`src/rtl/seg7_scan_decoder.sv`:
```
// rtl/seg7_scan_decoder.sv - capture monitor for a multiplexed 7-segment display
// Rebuilds the four scanned BCD digits {d,c,b,a} into one coherent frame.
module seg7_scan_decoder #(
    parameter int unsigned SETTLE_CYCLES  = 4,
    parameter int unsigned TIMEOUT_CYCLES = 2097152
) (
    input  logic        clk,
    input  logic        reset,
    input  logic [3:0]  anode_n,
    input  logic [6:0]  seg_n,
    output logic [15:0] bcd_out,
    output logic        frame_stb,
    output logic        frame_valid,
    output logic        seg_err,
    output logic        timeout
);

    localparam int STAB_W = (SETTLE_CYCLES < 2) ? 1 : $clog2(SETTLE_CYCLES + 1);
    localparam int TO_W   = (TIMEOUT_CYCLES < 2) ? 1 : $clog2(TIMEOUT_CYCLES + 1);

    localparam logic [STAB_W-1:0] STAB_MAX  = STAB_W'(SETTLE_CYCLES);
    localparam logic [STAB_W-1:0] STAB_LAST = STAB_W'(SETTLE_CYCLES - 1);
    localparam logic [TO_W-1:0]   TO_MAX    = TO_W'(TIMEOUT_CYCLES);
    localparam logic [TO_W-1:0]   TO_LAST   = TO_W'(TIMEOUT_CYCLES - 1);

    logic [10:0]       sync1_q;
    logic [10:0]       s_q;
    logic [10:0]       s_prev_q;
    logic [STAB_W-1:0] stab_q,     stab_d;
    logic              captured_q, captured_d;
    logic [15:0]       shadow_q,   shadow_d;
    logic [3:0]        seen_q,     seen_d;
    logic              err_acc_q,  err_acc_d;
    logic [TO_W-1:0]   to_cnt_q,   to_cnt_d;

    logic [3:0] s_anode;
    logic [6:0] s_seg;
    logic       changed;
    logic       slot_vld;
    logic [1:0] slot;
    logic [3:0] code;
    logic       code_bad;
    logic       capture;
    logic       complete;
    logic       expire;

    assign s_anode = s_q[10:7];
    assign s_seg   = s_q[6:0];
    assign changed = (s_q != s_prev_q);

    always_comb begin
        slot_vld = 1'b1;
        slot     = 2'd0;
        case (s_anode)
            4'b0111: slot = 2'd3;
            4'b1011: slot = 2'd2;
            4'b1101: slot = 2'd1;
            4'b1110: slot = 2'd0;
            default: slot_vld = 1'b0;
        endcase
    end

    // Segment order is {a,b,c,d,e,f,g}, active-low.
    always_comb begin
        code_bad = 1'b0;
        code     = 4'hF;
        case (s_seg)
            7'b0000001: code = 4'd0;
            7'b1001111: code = 4'd1;
            7'b0010010: code = 4'd2;
            7'b0000110: code = 4'd3;
            7'b1001100: code = 4'd4;
            7'b0100100: code = 4'd5;
            7'b0100000: code = 4'd6;
            7'b0001111: code = 4'd7;
            7'b0000000: code = 4'd8;
            7'b0000100: code = 4'd9;
            default:    code_bad = 1'b1;
        endcase
    end

    // Capture fires on the sample where the count reaches SETTLE_CYCLES, once per dwell.
    assign capture  = !changed && (stab_q == STAB_LAST) && !captured_q && slot_vld;
    assign complete = (seen_q == 4'b1111);
    assign expire   = (to_cnt_q == TO_LAST);

    always_comb begin
        stab_d     = stab_q;
        captured_d = captured_q;
        shadow_d   = shadow_q;
        seen_d     = complete ? 4'b0000 : seen_q;
        err_acc_d  = complete ? 1'b0 : err_acc_q;
        to_cnt_d   = to_cnt_q;

        if (changed) begin
            stab_d     = '0;
            captured_d = 1'b0;
        end else if (stab_q != STAB_MAX) begin
            stab_d = stab_q + 1'b1;
        end

        if (capture) begin
            captured_d                  = 1'b1;
            shadow_d[{slot, 2'b00} +: 4] = code;
            seen_d[slot]                = 1'b1;
            err_acc_d                   = err_acc_d | code_bad;
        end

        if (complete) begin
            to_cnt_d = '0;
        end else if (to_cnt_q != TO_MAX) begin
            to_cnt_d = to_cnt_q + 1'b1;
        end
    end

    always_ff @(posedge clk or posedge reset) begin
        if (reset) begin
            sync1_q     <= '0;
            s_q         <= '0;
            s_prev_q    <= '0;
            stab_q      <= '0;
            captured_q  <= 1'b0;
            shadow_q    <= '0;
            seen_q      <= '0;
            err_acc_q   <= 1'b0;
            to_cnt_q    <= '0;
            bcd_out     <= '0;
            frame_stb   <= 1'b0;
            frame_valid <= 1'b0;
            seg_err     <= 1'b0;
            timeout     <= 1'b0;
        end else begin
            sync1_q    <= {anode_n, seg_n};
            s_q        <= sync1_q;
            s_prev_q   <= s_q;
            stab_q     <= stab_d;
            captured_q <= captured_d;
            shadow_q   <= shadow_d;
            seen_q     <= seen_d;
            err_acc_q  <= err_acc_d;
            to_cnt_q   <= to_cnt_d;
            frame_stb  <= complete;
            // A completing frame takes priority over a coincident timeout expiry.
            if (complete) begin
                bcd_out     <= shadow_q;
                seg_err     <= err_acc_q;
                frame_valid <= 1'b1;
                timeout     <= 1'b0;
            end else if (expire) begin
                frame_valid <= 1'b0;
                timeout     <= 1'b1;
            end
        end
    end

endmodule

```
`config.mk`:
```
export PLATFORM = sky130hd
export DESIGN_NAME = seg7_scan_decoder
export DESIGN_NICKNAME = d
export VERILOG_FILES = /design/src/rtl/seg7_scan_decoder.sv
export SDC_FILE = /design/constraint.sdc
export NUM_CORES = 1
export LEC_CHECK = 0
export CORE_MARGIN = 10
export CORE_UTILIZATION = 40
export DETAILED_ROUTE_END_ITERATION = 16
export HOLD_SLACK_MARGIN = 0.03
export SLEW_MARGIN = 0
export SYNTH_ARGS = -nofsm -noshare
export SYNTH_HDL_FRONTEND = slang
export SYNTH_SLANG_ARGS = --single-unit
```
`constraint.sdc`:
```
create_clock -name clk -period 3.8 [get_ports clk]
set_input_delay 0.76 -clock clk [delete_from_list [all_inputs] [get_ports clk]]
set_output_delay 0.76 -clock clk [all_outputs]
set_load 0.05 [all_outputs]
```
Word-level counts from Yosys, hierarchy flattened

Index checks and enable logic that the tools add are counted.

Flip-flop bits (word level): 100
Bits of input ports: 13
Output and inout port bits: 20
Word-level logic and storage cells: 76

Add/subtract/negate cells: 3
$lt $le $gt $ge: 2
Equality and inequality tests: 19
Shift-type cells: 2
Muxes and demuxes: 21
Bitwise operators: 2
Reductions and logical operators: 13

Operator list:

| operator               | count |
|---|---|
| $mux 22                | 2 |
| $pmux 4 s10            | 1 |
| $add 22x1->22 const B  | 1 |
| $eq 22x21->1 const B   | 1 |
| $ne 22x22->1 const B   | 1 |
| $bwmux 16              | 1 |
| $eq 4x4->1 const B     | 4 |
| $shift 4x6->16 const A | 1 |
| $shiftx 4x6->16        | 1 |
| $eq 7x3->1 const B     | 2 |
| $eq 7x6->1 const B     | 2 |
| $eq 7x7->1 const B     | 2 |
| $mux 1                 | 11 |
| $ne 11x11->1           | 1 |
| $reduce_or 10->1       | 1 |
| $mux 4                 | 2 |
| $reduce_bool 2->1      | 4 |
| $eq 7x1->1 const B     | 1 |
| $eq 7x4->1 const B     | 1 |
| $eq 7x5->1 const B     | 1 |
| $logic_not 7->1        | 1 |
| $mux 3                 | 2 |
| $neg 4->6              | 1 |
| $pmux 2 s3             | 1 |
| 12 further kinds       | 16 |

Depth between registers and ports, before layout

Gate-level depths: netlist (run 1).

Depth after elaboration: 8
Gate-level depth with buffers: 9
Mapped depth without buffers: 8

Worst setup path after synthesis (run 1)

OpenSTA, ideal clock, no wires.

Kind: register to register
From: register s_q[10]
To: register shadow_q[4]
Setup time: 0.076 ns
Data arrival time: 2.100 ns
Data required time: 3.724 ns
Slack: 1.624 ns
Stages on the path, launching flop included: 8
Buffers on the path: 1
Clock period less this slack: 2.176 ns
Cell sequence: dfrtp_1 > buf_2 > xnor2_1 > or2_2 > ha_1 > nor3b_1 > or4b_4 > o2bb2ai_2

Cells in the longest elaborated chain, start to end: 5
Elaborated cells on any way between the ends: 16
Those cells by class: add/sub (1); eq/ne (5); shift (2); mux (3); reduce/logical (5)

Ends and longest elaborated chain:

| element                                        | line    | RTL |
|---|---|---|
| from (decl)                                    | 27      | `logic [10:0] s_q;` |
| from (signal assigned)                         | 134     | `s_q <= sync1_q;` |
| $eq 4x4->1, or another cell as far along       | 54      | `case (s_anode)` |
| $pmux 2 s3 or $logic_not 1->1 (tied branches)  | 54, 83  |  |
| $neg 4->6 or $logic_and 1x1->1 (tied branches) | 104, 83 |  |
| $shiftx 4x6->16, or another cell as far along  | 104     | `shadow_d[{slot, 2'b00} +: 4] = code;` |
| $bwmux 16 or $logic_and 1x1->1 (tied branches) | 104, 83 |  |
| to (signal assigned)                           | 138     | `shadow_q <= shadow_d;` |
| to (decl)                                      | 31      | `logic [15:0] shadow_q, shadow_d;` |

Several ways; a longest one is shown, not always the timed one.
A chain may end at the register's enable or synchronous reset.

Final worst setup path (run 1)

From: register s_q[2]
To: register shadow_q[6]

Cells in the longest elaborated chain, start to end: 5
Elaborated cells on any way between the ends: 18
Those cells by class: eq/ne (10); shift (1); mux (2); reduce/logical (5)

Ends and longest elaborated chain:

| element |
|---|
| parallel branches: the longest is 5 deep, another holds $shiftx 4x6->16 |

Parallel ways; which one is timed is not known.

==> results_dict.tcl, run 1 <==
set metrics [dict create \
    synth.cell_area_um2 4490 \
    syn_area_per_cell_um2 10.9 \
    worstPathArrival_ns 2.81 \
    die_w_um 126 \
    wire_per_inst_um 14.6 \
    critPathMaxFanout 22 \
    synth_nets 439 \
    p_comb_frac 0.048 \
    ys_async_sr_fraction 1.00 \
    cts_sinks 100 \
    report.power.total_mw 1.85 \
    cts_inserted_buffers 9 \
    cts.clk_slew.worst_paths_ns 0.10 \
    ios 33 \
    hpwl_um 5760 \
    cts_max_path_buffers 2 \
    clkPwrFrac 0.358 \
    maxCapViolCount 0 \
    initial_core_util 0.412 \
    antennaDiodeCount 0 \
    grt_pass1_wl_um 14700 \
    first_global_vias 2997 \
    h-tree-depth 3 \
    ys_types 56 \
    cts_resized 0 \
    cp-start-kind "register" \
    die-area_um2 15800 \
    core_um2 10900 \
    finalSetupTns_ns 0 \
    antenna_found_initial 0 \
    max_freq_mhz 391 \
    p_int_mw 1.40 \
    syn-instance-count 413 \
    vias_per_cell 5.08 \
    antenna_left 0 \
    drt_iter0_drc 224 \
    crit_chain "xor2_1, nor4_2, nand3_2, or4_4, mux2_4" \
    leakagePower_nw 2.25 \
    seqPwrFrac 0.594 \
    critPathKind "register to register" \
    ys.warnings.count 0 \
    finalHoldViolCount 0 \
    area_growth_pct 14.2 \
    end_kind "register" \
    yosysSeqAreaShare 0.558 \
    slowest_stage "or4_4" \
    swShare 0.246 \
    drive_above_1_share 0.0942 \
    clock_skew_ns 0.00849 \
    p_switching_mw 0.455 \
    totalWireLength_um 8540 \
    portBuffers 32 \
    power_density_nw_per_um2 362 \
    cp.buffers_inverters 0 \
    holdBufCountCts 0 \
    vias 2974 \
    ir_drop_v 0.000187 \
    grt_setup_unrepaired "false" \
    cts_tree "done" \
    cts-root-buf "clkbuf_8" \
    max_slew.worst_pin.slew_ns 0.914 \
    slowest_delay_ns 0.67 \
    drc 0 \
    grt_start_max_net_pins 59 \
    grt.total_usage 0.110 \
    die_h_um 126 \
    drt_pass1_iterations 4 \
    slew_headroom 0.391 \
    grt_overflow_total 0 \
    crit_family "simple AND/OR/NAND/NOR gates" \
    synth_edf_count 0 \
    synth_ff_type "dfrtp_1" \
    min_period_ns 2.56 \
    hold_slack_ns 0.356 \
    fin_crit_sh 0.673 \
    synth-seq-cells 100 \
    critical_path_required_ns 4.06 \
    worstSkewPairLatency_ns 0.36 \
    maxSlewViolCount 0 \
    status "finished, final reports clean" \
    cts_setup_buffers 0 \
    hold_class "register to register" \
    finalSetupViolCount 0 \
    num_rows 38 \
    nNetsFinal 467 \
    gp_congestion 0.760 \
]
state kept, by name (all words and copies together) (netlist names):
| signal | cells |
|---|---|
| stab_q | 3 |
| s_q | 11 |
| to_cnt_q | 22 |
| sync1_q | 11 |
| s_prev_q | 11 |
| frame_valid | 1 |
| err_acc_q | 1 |
| seen_q | 4 |
| timeout | 1 |
| captured_q | 1 |
| frame_stb | 1 |
| shadow_q | 16 |
| bcd_out | 16 |
| seg_err | 1 |
layout make-up:
class                   instances  area (um^2)
clock buffers                  11          151
clock inverters                 5         41.3
fillers                      1049         5760
inverters                      17         66.3
multi-input cells             278         1830
flip-flops and latches        100         2500
well taps                     140          175
repair buffers                 35          355
worst paths after layout:
check,start,to,slack (ns),depth (start not counted)
max in group asynchronous,reset,to_cnt_q[13]$_DFFE_PP0P_,2.32,3
worst max-delay path,s_q[2]$_DFF_PP0_,shadow_q[6]$_DFFE_PP0P_,1.24,5
worst min register to register,sync1_q[10]$_DFF_PP0_,s_q[10]$_DFF_PP0_,0.36,0
worst min-delay path,sync1_q[10]$_DFF_PP0_,s_q[10]$_DFF_PP0_,0.36,0
min in group asynchronous,reset,sync1_q[8]$_DFF_PP0_,0.79,2
worst max register to register,s_q[2]$_DFF_PP0_,shadow_q[6]$_DFFE_PP0P_,1.24,5
worst register-to-register path, cell delays in order, from the launching register on:
cell,delay (ns)
dfrtp_1,0.53
xor2_1,0.23
nor4_2,0.28
nand3_2,0.42
or4_4,0.68
mux2_4,0.31
metrics by stage:
step / worst slack (ns) / cells / area, um^2 / utilization
after global routing: 1.06 / 586 / 5120 / 0.471
after detailed placement: 1.25 / 570 / 4930 / 0.453
after CTS: 1.22 / 586 / 5120 / 0.471
after floorplan: 0.421 / 413 / 4490 / -
final: 1.24 / 586 / 5120 / 0.471
after global placement: 1.27 / 570 / 4930 / 0.453
layout by cell type, fill, tap and decap left out, drive strengths merged, types with 5 or more instances in the layout:
master         instances
dfrtp                100
nand2                 63
clkdlybuf4s50         32
nor2                  30
xor2                  22
inv                   20
o21ai                 16
ha                    13
nor3                  13
nand4                 12
xnor2                 11
clkbuf                11
a21oi                  9
nand3                  9
nor4                   8
a22o                   6
nand4b                 5
nand3b                 5
o31ai                  5
synthesized netlist by cell type, types with 2 or more instances:
| library cell | number | area, um^2 |
|---|---|---|
| nand3_1 | 8 | 40.0 |
| nand2_1 | 63 | 236 |
| dfrtp_1 | 100 | 2500 |
| o21ai_1 | 3 | 15.0 |
| or3b_1 | 2 | 17.5 |
| nand2b_1 | 3 | 18.8 |
| a221oi_1 | 2 | 17.5 |
| clkbuf_1 | 9 | 33.8 |
| o41ai_1 | 4 | 35.0 |
| o31ai_1 | 5 | 37.5 |
| nand3b_1 | 5 | 37.5 |
| inv_1 | 17 | 63.8 |
| a22o_1 | 5 | 43.8 |
| mux2_2 | 2 | 22.5 |
| xor2_1 | 22 | 193 |
| or3_1 | 2 | 12.5 |
| or2_2 | 3 | 18.8 |
| and4_1 | 2 | 17.5 |
| nand4_1 | 12 | 75.1 |
| nor2_1 | 30 | 113 |
| nand4b_1 | 5 | 43.8 |
| nor4b_1 | 3 | 26.3 |
| a21oi_1 | 9 | 45.0 |
| nor4_2 | 3 | 37.5 |
| buf_1 | 3 | 11.3 |
| buf_6 | 2 | 22.5 |
| o21ai_0 | 13 | 65.1 |
| nor4_1 | 4 | 25.0 |
| nor3_1 | 12 | 60.1 |
| buf_2 | 4 | 20.0 |
| and2_1 | 2 | 12.5 |
| nor2b_1 | 3 | 18.8 |
| mux2i_1 | 3 | 30.0 |
| xnor2_1 | 11 | 96.3 |
| or4_1 | 2 | 15.0 |
| and3_1 | 3 | 18.8 |
| ha_1 | 13 | 163 |
kinds of logic after synthesis:
family | share of synthesized area
AND/OR/NAND/NOR | 0.215
flip-flops | 0.558
AO/OA/AOI/OAI | 0.0778
buffers and inverters | 0.0338
XOR/XNOR | 0.0644
adder cells (fa/ha/maj) | 0.0363
multiplexers | 0.0151
routing by layer:
metal / part of all wire / up-vias / track usage
met3: 0.044 / 10 / 0.0298
li1: - / 1475 / -
met5: 0 / - / 0
met1: 0.49 / 1443 / 0.147
met4: 0.015 / 0 / 0.0402
met2: 0.45 / 46 / 0.167
power by group through the flow:
stage | sequential (mW) | combinational, mW | clock [mW]
final | 1.10 | 0.0889 | 0.664
after global routing | 1.10 | 0.101 | 0.736
after CTS | 1.10 | 0.0915 | 0.688
after detailed placement | 1.12 | 0.0913 | 0
after global placement | 1.12 | 0.0898 | 0
after floorplan | 1.11 | 0.0715 | 0
Note: power is estimated with default switching activity, not from simulation.
==> run 2: changes to the inputs <==
Clock period 3.8 ns to 2.6 ns, I/O delays scaled along.
==> run 2 against run 1 <==
Against the previous run:
- final cell count is 0.85% higher
- total power is 47% higher
- sequential cell count stayed put
- register-to-register slack worse by 0.99 ns
- via count is 2.2% higher
- global-route usage is 0.12 points higher
- combinational power is 60% higher
- count of clock-buffer cells in the layout is 2 lower
- die area stayed put
- first-iteration DRC count is 8.9% lower
- core utilization is 0.33 points higher
==> results_dict.tcl, run 2 (synthesis results as in run 1) <==
set metrics [dict create \
    wire_per_inst_um 14.6 \
    die_h_um 126 \
    initial_core_util 0.412 \
    die_w_um 126 \
    layout_common_cells "100 x dfrtp_1, 63 x nand2_1, 32 x clkdlybuf4s50_1" \
    cts_max_path_buffers 2 \
    critical_path_required_ns 2.92 \
    hold_end "s_q[3]$_DFF_PP0_" \
    core_um2 10900 \
    hold_class "register to register" \
    max_freq_mhz 427 \
    grt_overflow_total 0 \
    critPathMaxFanout 9 \
    hpwl_um 5880 \
    r2r-end "shadow_q[4]$_DFFE_PP0P_" \
    vias 3038 \
    min_from "sync1_q[3]$_DFF_PP0_" \
    drt_pass1_iterations 4 \
    die-area_um2 15800 \
    cts_sinks 100 \
    cp-start-kind "register" \
    seq_area_um2 2500 \
    critPathKind "register to register" \
    ios 33 \
    cts.clk_slew.worst_paths_ns 0.11 \
    cp.buffers_inverters 0 \
    maxSlewViolCount 0 \
    antennaDiodeCount 0 \
    r2r_slack_ns 0.26 \
    totalWireLength_um 8640 \
    r2r-start "s_q[10]$_DFF_PP0_" \
    final_common_cell "dfrtp_1" \
    slowest_delay_ns 0.52 \
    worstPathArrival_ns 2.66 \
    worstSkewPairLatency_ns 0.38 \
    reg.largest.list "to_cnt_q (22), bcd_out (16), shadow_q (16)" \
    status "finished, final reports clean" \
    clock_skew_ns 0.0198 \
    crit_family "simple AND/OR/NAND/NOR gates" \
    cts-root-buf "clkbuf_8" \
    cts_tree "done" \
    cts_resized 0 \
    finalSetupViolCount 0 \
    end_kind "register" \
    cts_setup_buffers 0 \
    holdPathStages 0 \
    max_flop_register "to_cnt_q" \
    min_period_ns 2.34 \
    fin_crit_sh 0.902 \
    nNetsFinal 472 \
    nFillCells 1041 \
    antenna_found_initial 0 \
    h-tree-depth 3 \
    grt_start_max_net_pins 101 \
    r2r_cells 6 \
    grt_setup_unrepaired "false" \
    placed_cells 575 \
    maxCapViolCount 0 \
    vias_per_cell 5.14 \
    cts_inserted_buffers 9 \
    report.power.total_mw 2.72 \
    first_global_vias 3057 \
    finalSetupTns_ns 0 \
    finalNonFillerCells 591 \
    leakagePower_nw 2.27 \
    finalHoldViolCount 0 \
    largest_reg_flops 22 \
    num_rows 38 \
    power_density_nw_per_um2 528 \
    crit_chain "xor2_1, nand3_1, ha_1, nor3b_1, or4b_4, o2bb2ai_2" \
    antenna_left 0 \
    multi_input_area_um2 1830 \
    ir_drop_v 0.000358 \
    portBuffers 32 \
    grt_pass1_wl_um 14900 \
    drive_above_1_share 0.104 \
    holdBufCountCts 0 \
    slowest_stage "or4b_4" \
    gp_congestion 0.831 \
    grt.total_usage 0.111 \
    max_slew.worst_pin.slew_ns 0.675 \
    drc 0 \
    drt_iter0_drc 204 \
    area_growth_pct 15.0 \
    path_depth 6 \
    slew_headroom 0.546 \
    post-place-ws_ns 0.272 \
    fin_ws_ns 0.256 \
]
[run 2: cell types whose count changed in the layout (fill, tap and decap cells not counted)]
cell,delta
buf_4,+5
inv_8,+3
clkbuf_8,-2
inv_6,-2
clkinv_4,+1
clkinvlp_4,+1
inv_4,-1
[run 2: final cells by class]
class                      count  area share
timing repair buffer          40      0.0761
multi-input combinational    278       0.355
clock inverter                 7      0.0129
sequential                   100       0.485
inverter                      17      0.0131
tap                          140      0.0339
clock buffer                   9      0.0240
[run 2: worst max path at each step]
stage	startpoint	endpoint	slack, ns
finish	s_q[10]$_DFF_PP0_	shadow_q[4]$_DFFE_PP0P_	0.26
global route	s_q[5]$_DFF_PP0_	shadow_q[9]$_DFFE_PP0P_	0.09
CTS	s_q[10]$_DFF_PP0_	shadow_q[4]$_DFFE_PP0P_	0.25
detailed placement	s_q[10]$_DFF_PP0_	shadow_q[4]$_DFFE_PP0P_	0.27
global placement	s_q[10]$_DFF_PP0_	shadow_q[4]$_DFFE_PP0P_	0.34
floorplan	s_q[10]$_DFF_PP0_	shadow_q[4]$_DFFE_PP0P_	0.42
[run 2: per-layer routing]
metal,share of wire,wire length (um),GRT usage
met1,0.48,4120,0.142
met2,0.45,3930,0.172
met3,0.049,419,0.0378
met4,0.020,169,0.0422
met5,0,0,0
[run 2: power by group]
part / internal [mW] / total (mW) / leakage (nW) / switching (mW)
combinational: 0.0564 / 0.142 / 0.871 / 0.0853
sequential: 1.58 / 1.60 / 1.31 / 0.0228
clock: 0.373 / 0.978 / 0.0918 / 0.605
[run 2: stage by stage]
stage / hold slack (ns) / instance area [um^2] / utilization
CTS: 0.351 / 5160 / 0.474
global route: 0.350 / 5160 / 0.474
detailed placement: 0.335 / 4970 / 0.456
floorplan: 0.331 / 4490 / -
global placement: 0.333 / 4970 / 0.456
finish: 0.342 / 5160 / 0.474
